`src/rtl/ddr_pixel_writeback_pkg.sv`:
```
// Definitions shared by the DDR<->BRAM pixel stages: writeback FSM encoding and
// the order in which the nine direction values are packed into a stream beat.
package ddr_pixel_writeback_pkg;

    typedef enum logic [1:0] {
        ST_IDLE   = 2'd0,
        ST_STREAM = 2'd1,
        ST_DRAIN  = 2'd2,
        ST_DONE   = 2'd3
    } wb_state_t;

    localparam int NUM_DIRS = 9;

    // Direction index doubles as the slot number within a packed pixel
    localparam int DIR_N    = 0;
    localparam int DIR_NULL = 1;
    localparam int DIR_NE   = 2;
    localparam int DIR_E    = 3;
    localparam int DIR_SE   = 4;
    localparam int DIR_S    = 5;
    localparam int DIR_SW   = 6;
    localparam int DIR_W    = 7;
    localparam int DIR_NW   = 8;

    function automatic int dir_lsb(input int dir, input int data_width);
        return dir * data_width;
    endfunction

endpackage

```
`src/rtl/ddr_pixel_writeback_skid.sv`:
```
// Two-entry valid/ready buffer holding packed pixels returned from BRAM until
// the AXI-Stream sink accepts them; the head entry stays put while stalled.
module pixel_skid_fifo #(
    parameter int WIDTH = 144
) (
    input  logic             i_clk,
    input  logic             i_rst_n,
    input  logic             i_in_vld,
    output logic             o_in_rdy,
    input  logic [WIDTH-1:0] i_in_data,
    output logic             o_out_vld,
    input  logic             i_out_rdy,
    output logic [WIDTH-1:0] o_out_data,
    output logic [1:0]       o_count
);

    logic [WIDTH-1:0] r_mem [2];
    logic             r_wr_ptr;
    logic             r_rd_ptr;
    logic [1:0]       r_count;
    logic             w_push;
    logic             w_pop;

    assign o_out_vld  = (r_count != 2'd0);
    assign o_in_rdy   = (r_count != 2'd2) || i_out_rdy;
    assign w_push     = i_in_vld && o_in_rdy;
    assign w_pop      = o_out_vld && i_out_rdy;
    assign o_out_data = r_mem[r_rd_ptr];
    assign o_count    = r_count;

    always_ff @(posedge i_clk or negedge i_rst_n) begin
        if (!i_rst_n) begin
            r_mem[0] <= '0;
            r_mem[1] <= '0;
            r_wr_ptr <= 1'b0;
            r_rd_ptr <= 1'b0;
            r_count  <= 2'd0;
        end else begin
            if (w_push) begin
                r_mem[r_wr_ptr] <= i_in_data;
                r_wr_ptr        <= ~r_wr_ptr;
            end
            if (w_pop) begin
                r_rd_ptr <= ~r_rd_ptr;
            end
            case ({w_push, w_pop})
                2'b10:   r_count <= r_count + 2'd1;
                2'b01:   r_count <= r_count - 2'd1;
                default: r_count <= r_count;
            endcase
        end
    end

endmodule

```
`src/rtl/ddr_pixel_writeback.sv`:
```
// Streams one finished result chunk out of the nine direction BRAMs as packed
// 144-bit AXI-Stream beats, one pixel per beat, then pulses writeback_done.
module ddr_pixel_writeback
    import ddr_pixel_writeback_pkg::*;
#(
    parameter int DATA_WIDTH             = 16,
    parameter int DEPTH                  = 2500,
    parameter int ADDRESS_WIDTH          = 12,
    parameter int C_M00_AXIS_TDATA_WIDTH = 144
) (
    input  logic                                m00_axis_aclk,
    input  logic                                m00_axis_aresetn,
    input  logic                                chunk_done,
    output logic                                ren,
    output logic [ADDRESS_WIDTH-1:0]            read_addr,
    input  logic [DATA_WIDTH-1:0]               n_q,
    input  logic [DATA_WIDTH-1:0]               null_q,
    input  logic [DATA_WIDTH-1:0]               ne_q,
    input  logic [DATA_WIDTH-1:0]               e_q,
    input  logic [DATA_WIDTH-1:0]               se_q,
    input  logic [DATA_WIDTH-1:0]               s_q,
    input  logic [DATA_WIDTH-1:0]               sw_q,
    input  logic [DATA_WIDTH-1:0]               w_q,
    input  logic [DATA_WIDTH-1:0]               nw_q,
    output logic                                m00_axis_tvalid,
    input  logic                                m00_axis_tready,
    output logic [C_M00_AXIS_TDATA_WIDTH-1:0]   m00_axis_tdata,
    output logic [C_M00_AXIS_TDATA_WIDTH/8-1:0] m00_axis_tstrb,
    output logic                                m00_axis_tlast,
    output logic                                busy,
    output logic                                writeback_done
);

    localparam int              CW       = ADDRESS_WIDTH + 1;
    localparam logic [CW-1:0]   LAST_IDX = CW'(DEPTH - 1);

    wb_state_t                         r_state;
    wb_state_t                         w_state_nxt;
    logic [CW-1:0]                     r_rd_cnt;
    logic [CW-1:0]                     r_beat_cnt;
    logic [ADDRESS_WIDTH-1:0]          r_last_addr;
    logic                              r_rd_vld;
    logic                              w_pop;
    logic                              w_fifo_vld;
    logic                              w_in_rdy;
    logic [1:0]                        w_occ;
    logic [2:0]                        w_load;
    logic [C_M00_AXIS_TDATA_WIDTH-1:0] w_pixel;
    logic [C_M00_AXIS_TDATA_WIDTH-1:0] w_fifo_data;

    always_comb begin
        w_pixel = '0;
        w_pixel[dir_lsb(DIR_N,    DATA_WIDTH) +: DATA_WIDTH] = n_q;
        w_pixel[dir_lsb(DIR_NULL, DATA_WIDTH) +: DATA_WIDTH] = null_q;
        w_pixel[dir_lsb(DIR_NE,   DATA_WIDTH) +: DATA_WIDTH] = ne_q;
        w_pixel[dir_lsb(DIR_E,    DATA_WIDTH) +: DATA_WIDTH] = e_q;
        w_pixel[dir_lsb(DIR_SE,   DATA_WIDTH) +: DATA_WIDTH] = se_q;
        w_pixel[dir_lsb(DIR_S,    DATA_WIDTH) +: DATA_WIDTH] = s_q;
        w_pixel[dir_lsb(DIR_SW,   DATA_WIDTH) +: DATA_WIDTH] = sw_q;
        w_pixel[dir_lsb(DIR_W,    DATA_WIDTH) +: DATA_WIDTH] = w_q;
        w_pixel[dir_lsb(DIR_NW,   DATA_WIDTH) +: DATA_WIDTH] = nw_q;
    end

    pixel_skid_fifo #(
        .WIDTH (C_M00_AXIS_TDATA_WIDTH)
    ) u_skid (
        .i_clk      (m00_axis_aclk),
        .i_rst_n    (m00_axis_aresetn),
        .i_in_vld   (r_rd_vld),
        .o_in_rdy   (w_in_rdy),
        .i_in_data  (w_pixel),
        .o_out_vld  (w_fifo_vld),
        .i_out_rdy  (m00_axis_tready),
        .o_out_data (w_fifo_data),
        .o_count    (w_occ)
    );

    // A beat leaving this cycle frees its slot, so back-to-back reads keep one beat per clock
    assign w_pop  = w_fifo_vld && m00_axis_tready;
    assign w_load = 3'(w_occ) + 3'(r_rd_vld) - 3'(w_pop);
    assign ren    = (r_state == ST_STREAM) && (w_load < 3'd2);

    assign read_addr       = ren ? r_rd_cnt[ADDRESS_WIDTH-1:0] : r_last_addr;
    assign m00_axis_tvalid = w_fifo_vld;
    assign m00_axis_tdata  = w_fifo_data;
    assign m00_axis_tlast  = w_fifo_vld && (r_beat_cnt == LAST_IDX);
    assign m00_axis_tstrb  = '1;

    always_comb begin
        w_state_nxt    = r_state;
        busy           = 1'b0;
        writeback_done = 1'b0;
        case (r_state)
            ST_IDLE: begin
                if (chunk_done) w_state_nxt = ST_STREAM;
            end
            ST_STREAM: begin
                busy = 1'b1;
                if (ren && (r_rd_cnt == LAST_IDX)) w_state_nxt = ST_DRAIN;
            end
            ST_DRAIN: begin
                busy = 1'b1;
                if (w_pop && (r_beat_cnt == LAST_IDX)) w_state_nxt = ST_DONE;
            end
            ST_DONE: begin
                writeback_done = 1'b1;
                w_state_nxt    = ST_IDLE;
            end
            default: w_state_nxt = ST_IDLE;
        endcase
    end

    always_ff @(posedge m00_axis_aclk or negedge m00_axis_aresetn) begin
        if (!m00_axis_aresetn) begin
            r_state     <= ST_IDLE;
            r_rd_cnt    <= '0;
            r_beat_cnt  <= '0;
            r_last_addr <= '0;
            r_rd_vld    <= 1'b0;
        end else begin
            r_state  <= w_state_nxt;
            r_rd_vld <= ren && w_in_rdy;
            if ((r_state == ST_IDLE) && chunk_done) begin
                r_rd_cnt   <= '0;
                r_beat_cnt <= '0;
            end else begin
                if (ren) begin
                    r_rd_cnt    <= r_rd_cnt + 1'b1;
                    r_last_addr <= r_rd_cnt[ADDRESS_WIDTH-1:0];
                end
                if (w_pop) r_beat_cnt <= r_beat_cnt + 1'b1;
            end
        end
    end

endmodule

```
`config.mk`:
```
export PLATFORM = sky130hd
export DESIGN_NAME = ddr_pixel_writeback
export DESIGN_NICKNAME = d
export VERILOG_FILES = /design/src/rtl/ddr_pixel_writeback_pkg.sv /design/src/rtl/ddr_pixel_writeback_skid.sv /design/src/rtl/ddr_pixel_writeback.sv
export SDC_FILE = /design/constraint.sdc
export NUM_CORES = 1
export LEC_CHECK = 0
export ABC_AREA = 0
export BUFFER_PORTS_ARGS = -buffer_cell sky130_fd_sc_hd__buf_2
export CAP_MARGIN = 10
export CORE_MARGIN = 1.5
export CORE_UTILIZATION = 35
export DETAILED_ROUTE_END_ITERATION = 12
export SLEW_MARGIN = 20
export SYNTH_ARGS = -nofsm -noshare
export SYNTH_HDL_FRONTEND = slang
export SYNTH_SLANG_ARGS = --single-unit
```
`constraint.sdc`:
```
create_clock -name m00_axis_aclk -period 3.4 [get_ports m00_axis_aclk]
set_input_delay 0.51 -clock m00_axis_aclk [delete_from_list [all_inputs] [get_ports m00_axis_aclk]]
set_output_delay 0.51 -clock m00_axis_aclk [all_outputs]
set_load 0.02 [all_outputs]
```
==> Word level (Yosys, flattened, before mapping) <==
Index checks and enable logic that the tools add are counted.
{ "totals": {"output_inout_bits": 179, "inputBits": 148, "register_bits": 333, "wordCells": 70} }
{ "classes": {"muxes": 18, "n_eq_ne": 11, "n_reduce_logical": 17, "bitwise_logic": 4, "addsub": 6, "magnitude_cmp": 4} }
{ "ops": {"columns": ["cell", "count"], "rows": [
  ["two-way mux 144 bit", 4],
  ["bitwise mux 288 bit", 1],
  ["demux 144 bit (select 1 bit)", 1],
  ["two-way mux 13 bit", 4],
  ["adder 13 x 1 -> 13 bit (second input constant)", 2],
  ["== test 13 x 12 -> 1 bit (second input constant)", 2],
  ["two-way mux 12 bit", 1],
  ["logical AND 1 bit", 9],
  ["one-hot mux 2 bit (4 select lines)", 1],
  ["nonzero test 2 bit", 4],
  ["== test 2 bit (second input constant)", 3],
  ["two-way mux 2 bit", 3],
  ["inequality test 2 bit (second input constant)", 3],
  ["== test 2 x 1 -> 1 bit (second input constant)", 2],
  ["greater-or-equal comparator 2 bit (second input constant)", 2],
  ["inverter 1 -> 2 bit", 2],
  ["one-hot mux 2 bit (2 select lines)", 1],
  ["adder 2 x 1 -> 3 bit", 1],
  ["< comparator 3 x 2 -> 1 bit (second input constant)", 1],
  ["AND reduction 3 bit", 1],
  ["subtractor 3 x 1 -> 3 bit", 1],
  ["adder 2 x 1 -> 2 bit (second input constant)", 1],
  ["zero test 2 bit", 1],
  ["< comparator 2 x 1 -> 1 bit (second input constant)", 1],
  ["other kinds (6)", 8]
]} }

==> Depth between registers and ports, before layout <==
{ "depth": {"ltp_word": 8, "ltp_mapped": 12, "depth_no_buf": 11} }

==> Hierarchy <==
Synthesis repeated with hierarchy kept, for this count alone.
{ "hier_totals": {"cells_unflattened": 1013, "area_unflattened_um2": 15428.5} }
{ "modules_own_cells": {"columns": ["mod", "seq_area_each_um2", "cells_each", "instances", "area_each_um2"], "rows": [
  ["pixel_skid_fifo", 7307.0, 785, 1, 13056.3],
  ["ddr_pixel_writeback", 1026.0, 228, 1, 2372.3]
]} }

==> Least setup slack after synthesis <==
No wires, ideal clock.
{ "synth_path": {"path_kind": "reg-to-output", "from": "register u_skid.r_count[1] (netlist: u_skid.o_count[1])", "to": "output read_addr[10]", "path_slack_ps": -53, "arrival_time_ps": 2943, "required_ps": 2890, "stages_incl_launch_ff": 11, "path_buffers": 1, "cell_sequence": "dfrtp_1 or2_2 nand2_1 inv_2 ha_1 nand2b_1 fa_1 nand2_1 nor2_2 buf_6 mux2_2"} }
{ "synth_between": {"elab_chain_len": 6, "elab_cells_between_ends": 7, "cone_classes": "2 x add/sub; 1 x order compare; 1 x mux; 3 x reduce/logical"} }
{ "synth_lines": {"columns": ["element", "line_no", "source"], "rows": [
  ["from (decl)", "ddr_pixel_writeback_skid.sv:20", "logic [1:0] r_count;"],
  ["from (signal assigned)", "ddr_pixel_writeback_skid.sv:47", "2'b10: r_count <= r_count + 2'd1;"],
  ["from (signal assigned)", "ddr_pixel_writeback_skid.sv:48", "2'b01: r_count <= r_count - 2'd1;"],
  ["from (signal assigned)", "ddr_pixel_writeback_skid.sv:49", "default: r_count <= r_count;"],
  ["nonzero test 2 bit", "ddr_pixel_writeback_skid.sv:24", "assign o_out_vld = (r_count != 2'd0);"],
  ["via m00_axis_tvalid", "ddr_pixel_writeback.sv:25", "output logic m00_axis_tvalid,"],
  ["logical AND 1 bit", null, null],
  ["via u_skid.w_pop", "ddr_pixel_writeback_skid.sv:22", "logic w_pop;"],
  ["subtractor 3 x 1 -> 3 bit", "ddr_pixel_writeback.sv:80", "assign w_load = 3'(w_occ) + 3'(r_rd_vld) - 3'(w_pop);"],
  ["< comparator 3 x 2 -> 1 bit", "ddr_pixel_writeback.sv:81", "assign ren = (r_state == ST_STREAM) && (w_load < 3'd2);"],
  ["logical AND 1 bit", "ddr_pixel_writeback.sv:81", null],
  ["via ren", "ddr_pixel_writeback.sv:14", "output logic ren,"],
  ["two-way mux 12 bit", null, null],
  ["to (decl)", "ddr_pixel_writeback.sv:15", "output logic [ADDRESS_WIDTH-1:0] read_addr,"]
]} }
The timed path passes the listed nets, and every way through them passes these cells.

==> Worst setup path in the final report <==
{ "layout_path": {"from": "register u_skid.r_count[1] (netlist: u_skid.o_count[1])", "to": "output read_addr[4]"} }
{ "layout_between": {"elab_chain_len": 6, "elab_cells_between_ends": 7, "cone_classes": "2 x add/sub; 1 x order compare; 1 x mux; 3 x reduce/logical"} }
{ "layout_lines": {"columns": ["element", "line_no"], "rows": [
  ["nonzero test 2 bit", "ddr_pixel_writeback_skid.sv:24"],
  ["logical AND 1 bit", null],
  ["via u_skid.w_pop", "ddr_pixel_writeback_skid.sv:22"],
  ["subtractor 3 x 1 -> 3 bit", "ddr_pixel_writeback.sv:80"],
  ["< comparator 3 x 2 -> 1 bit", "ddr_pixel_writeback.sv:81"],
  ["logical AND 1 bit", "ddr_pixel_writeback.sv:81"],
  ["two-way mux 12 bit", null]
]} }
The timed path passes the listed nets, and every way through them passes these cells.

==> impl_metrics.ini <==
[outcome]
status = finished, violations left
violations = hold timing, setup timing

[yosys]
ys_types = 40
synthArstFlopShare = 1.00
ys_seq_area_frac = 0.562
yosys-top-cells-count = mux2_2, dfrtp_1, nor2_1
synth_most_common_cell = mux2_2
synth_edf_count = 0
syn_area_per_cell_um2 = 14.8
ys_ff_latch = 333
ys_warn_count = 0
synthTopCellsByArea = dfrtp_1, mux2_2, buf_4, xor2_1, ha_1
syn_area_um2 = 14800
syn_inst = 1000
synth.largest_area_cell = dfrtp_1
synth_top_area_share = 0.562
ys.flop_type = dfrtp_1

[routing]
viasPerCell = 4.82
wl_met2_um = 15400
wire_per_inst_um = 17.2
drt-initial-drc-count = 311
ant_nets = 0
routed.top_layer = met5
vias = 9171
drt_first_pass_iters = 4
dr_wl_met3_um = 2280
routed_wl_um = 32800
drc = 0
drt-met1-wl_um = 14400

[timing]
finalWorstSetupSlack_ns = -0.167
timing.final.crit_period_ns = 3.57
max_freq_ghz = 0.280
rsz0062_at_grt = yes
worst_pin_slew_ns = 0.981
fin_setup_tns_ns = -1.93
whs_ns = -0.00432
slew_headroom = 0.346
period_share = 1.05
slew_violations = 0
setup_viol = 13
hold_violations = 1
finalClockSkew_ns = 0.0144

[pwr]
intPower_mw = 12.3
vdd_drop_max_mv = 0.561
total_power_mw = 18.9
p_sw_frac = 0.347
p_per_area_nw_per_um2 = 1020
power.share.clock = 0.220
share_comb_of_total_power = 0.435
seqPwrFrac = 0.344
switchingPower_mw = 6.56
cellLeakagePower_nw = 8.87

[critical_path]
worstPathRequired_ns = 2.89
path_delay_family = adder cells
cp.arrival_ns = 3.06
worst-path-buf-inv = 4
crit_top_cell = buf_12
critPathKind = flip-flop to primary output
critPathLaunch = u_skid.o_count[1]$_DFFE_PN0P_
r2r-start = u_skid.o_count[1]$_DFFE_PN0P_
worstPathCellList = or2_4, nand2_4, inv_4, ha_4, nand2b_4, fa_2, nand2_2, nor2_4, buf_12, buf_12, mux2_4, buf_6
crit_fanout = 7
critPathCaptureType = primary output
startpoint_type = flip-flop
crit_path_top_delay_cell = fa_2
slowest_delay_ns = 0.54

[clock_tree]
clockBufferDepth = 3
hold_buffers = 0
htree_levels = 2
cts.sinks = 333
tritoncts = done
numCtsBuffers = 39
clk_latency_ns = 0.54
cts_root_buffer = clkbuf_16
path_clk_slew_ns = 0.06

[placement]
hpwl_um = 21500
dpl.cell_count = 1821
routabilityCongestion = 0.750
numPortBuffers = 308
place_area_um2 = 17000
pre_cts_ws_ns = 0.0672

[final_layout]
multi_input_area_um2 = 6220
utilization = 0.445
finalNonFillerCells = 1904
fin_nets = 1493
regArea_um2 = 8340
fillers = 3873
area_delta_synth_final_pct = 25.5
final_area_um2 = 18600
layout-drive-gt1-share = 0.640

[floorplan]
core_um2 = 41900
die_area_um2 = 43600
boundaryPins = 327
initial_core_util = 0.354
die_w_um = 209
die_h_um = 209
rows = 75

[run]
cap_violations = 0

[global_routing]
grt_util_all_layers = 0.150
antenna_found_initial = 5
grt_overflow = 0
grt_pass1_vias = 9807
grt_start_max_net_pins = 100
grt_pass1_wl_um = 52100

[min_path]
hold_path.class = input port to async pin
worst paths after layout:
path / to / slack, ns / cells past startpoint
worst max-delay path: read_addr[4] / -0.17 / 12
worst min-delay path: u_skid.r_mem[67]$_DFFE_PN0P_ / -0.004 / 1
worst max register to register: r_state[1]$_DFFE_PN0P_ / 0.34 / 11
worst min register to register: u_skid.r_mem[51]$_DFFE_PN0P_ / 0.49 / 1
max in group asynchronous: u_skid.r_mem[142]$_DFFE_PN0P_ / 2.41 / 2
min in group m00_axis_aclk: u_skid.r_mem[51]$_DFFE_PN0P_ / 0.21 / 2
area by class of cell:
| cell class | instances | share of cell area |
|---|---|---|
| Sequential cell | 333 | 0.448 |
| Multi-Input combinational cell | 610 | 0.334 |
| Timing Repair Buffer | 346 | 0.111 |
| Clock buffer | 62 | 0.0642 |
| Tap cell | 539 | 0.0362 |
| Clock inverter | 8 | 0.00497 |
| Inverter | 5 | 0.00114 |
| Antenna cell | 1 | 0.000134 |
power by group through the flow:
stage / Clock [mW] / Combinational [mW] / Sequential (mW)
6_report: 4.16 / 8.22 / 6.51
3_5_place_dp: 0 / 8.09 / 6.57
4_1_cts: 4.32 / 8.31 / 6.51
5_1_grt: 4.45 / 8.83 / 6.73
3_3_place_gp: 0 / 8.00 / 6.46
2_1_floorplan: 0 / 6.01 / 6.30
cells by family after synthesis:
kind of cell | after synthesis | synth area share
buffers and inverters | 74 | 0.0305
adder cells (fa/ha/maj) | 10 | 0.00894
AND/OR/NAND/NOR | 87 | 0.0303
multiplexers | 457 | 0.347
flip-flops | 333 | 0.562
AO/OA/AOI/OAI | 10 | 0.00397
other | 1 | 0.000253
XOR/XNOR | 28 | 0.0170
registers in the layout (all words and copies together) (netlist names):
name and count:
r_rd_vld 1, r_beat_cnt 13, u_skid.r_rd_ptr 1, u_skid.r_mem 288, r_last_addr 12, r_state 2, u_skid.o_count 2, u_skid.r_wr_ptr 1
r_rd_cnt 13
per-layer routing:
layer | vias to the layer above | track usage
met4 | 8 | 0.0510
met1 | 4689 | 0.187
met5 | - | 0
li1 | 4202 | -
met3 | 53 | 0.0490
met2 | 219 | 0.244
timing repair:
item,CTS,global route
setup endpoints to repair,13,13
gates resized for setup,46,4
hold endpoints to repair,0,0
setup buffers,8,4
pin swaps,6,4
cell usage in the layout (no fill, tap or decap), drive strengths merged, types with 2 or more instances in the layout:
cell | synthesis | final
a21oi | 4 | 4
and3 | 3 | 3
and4 | 3 | 3
buf | 54 | 346
bufinv | 0 | 2
clkbuf | 15 | 62
clkinv | 0 | 5
conb | 1 | 18
dfrtp | 333 | 333
ha | 9 | 9
inv | 5 | 5
mux2 | 457 | 457
nand2 | 16 | 16
nand2b | 3 | 3
nand3 | 8 | 8
nand4 | 6 | 6
nor2 | 30 | 30
nor2b | 2 | 2
nor3 | 2 | 2
nor4 | 4 | 4
o21ai | 4 | 4
or2 | 2 | 2
or3 | 2 | 2
or4 | 2 | 2
xnor2 | 10 | 10
xor2 | 18 | 18
Note: power is estimated with default switching activity, not from simulation.
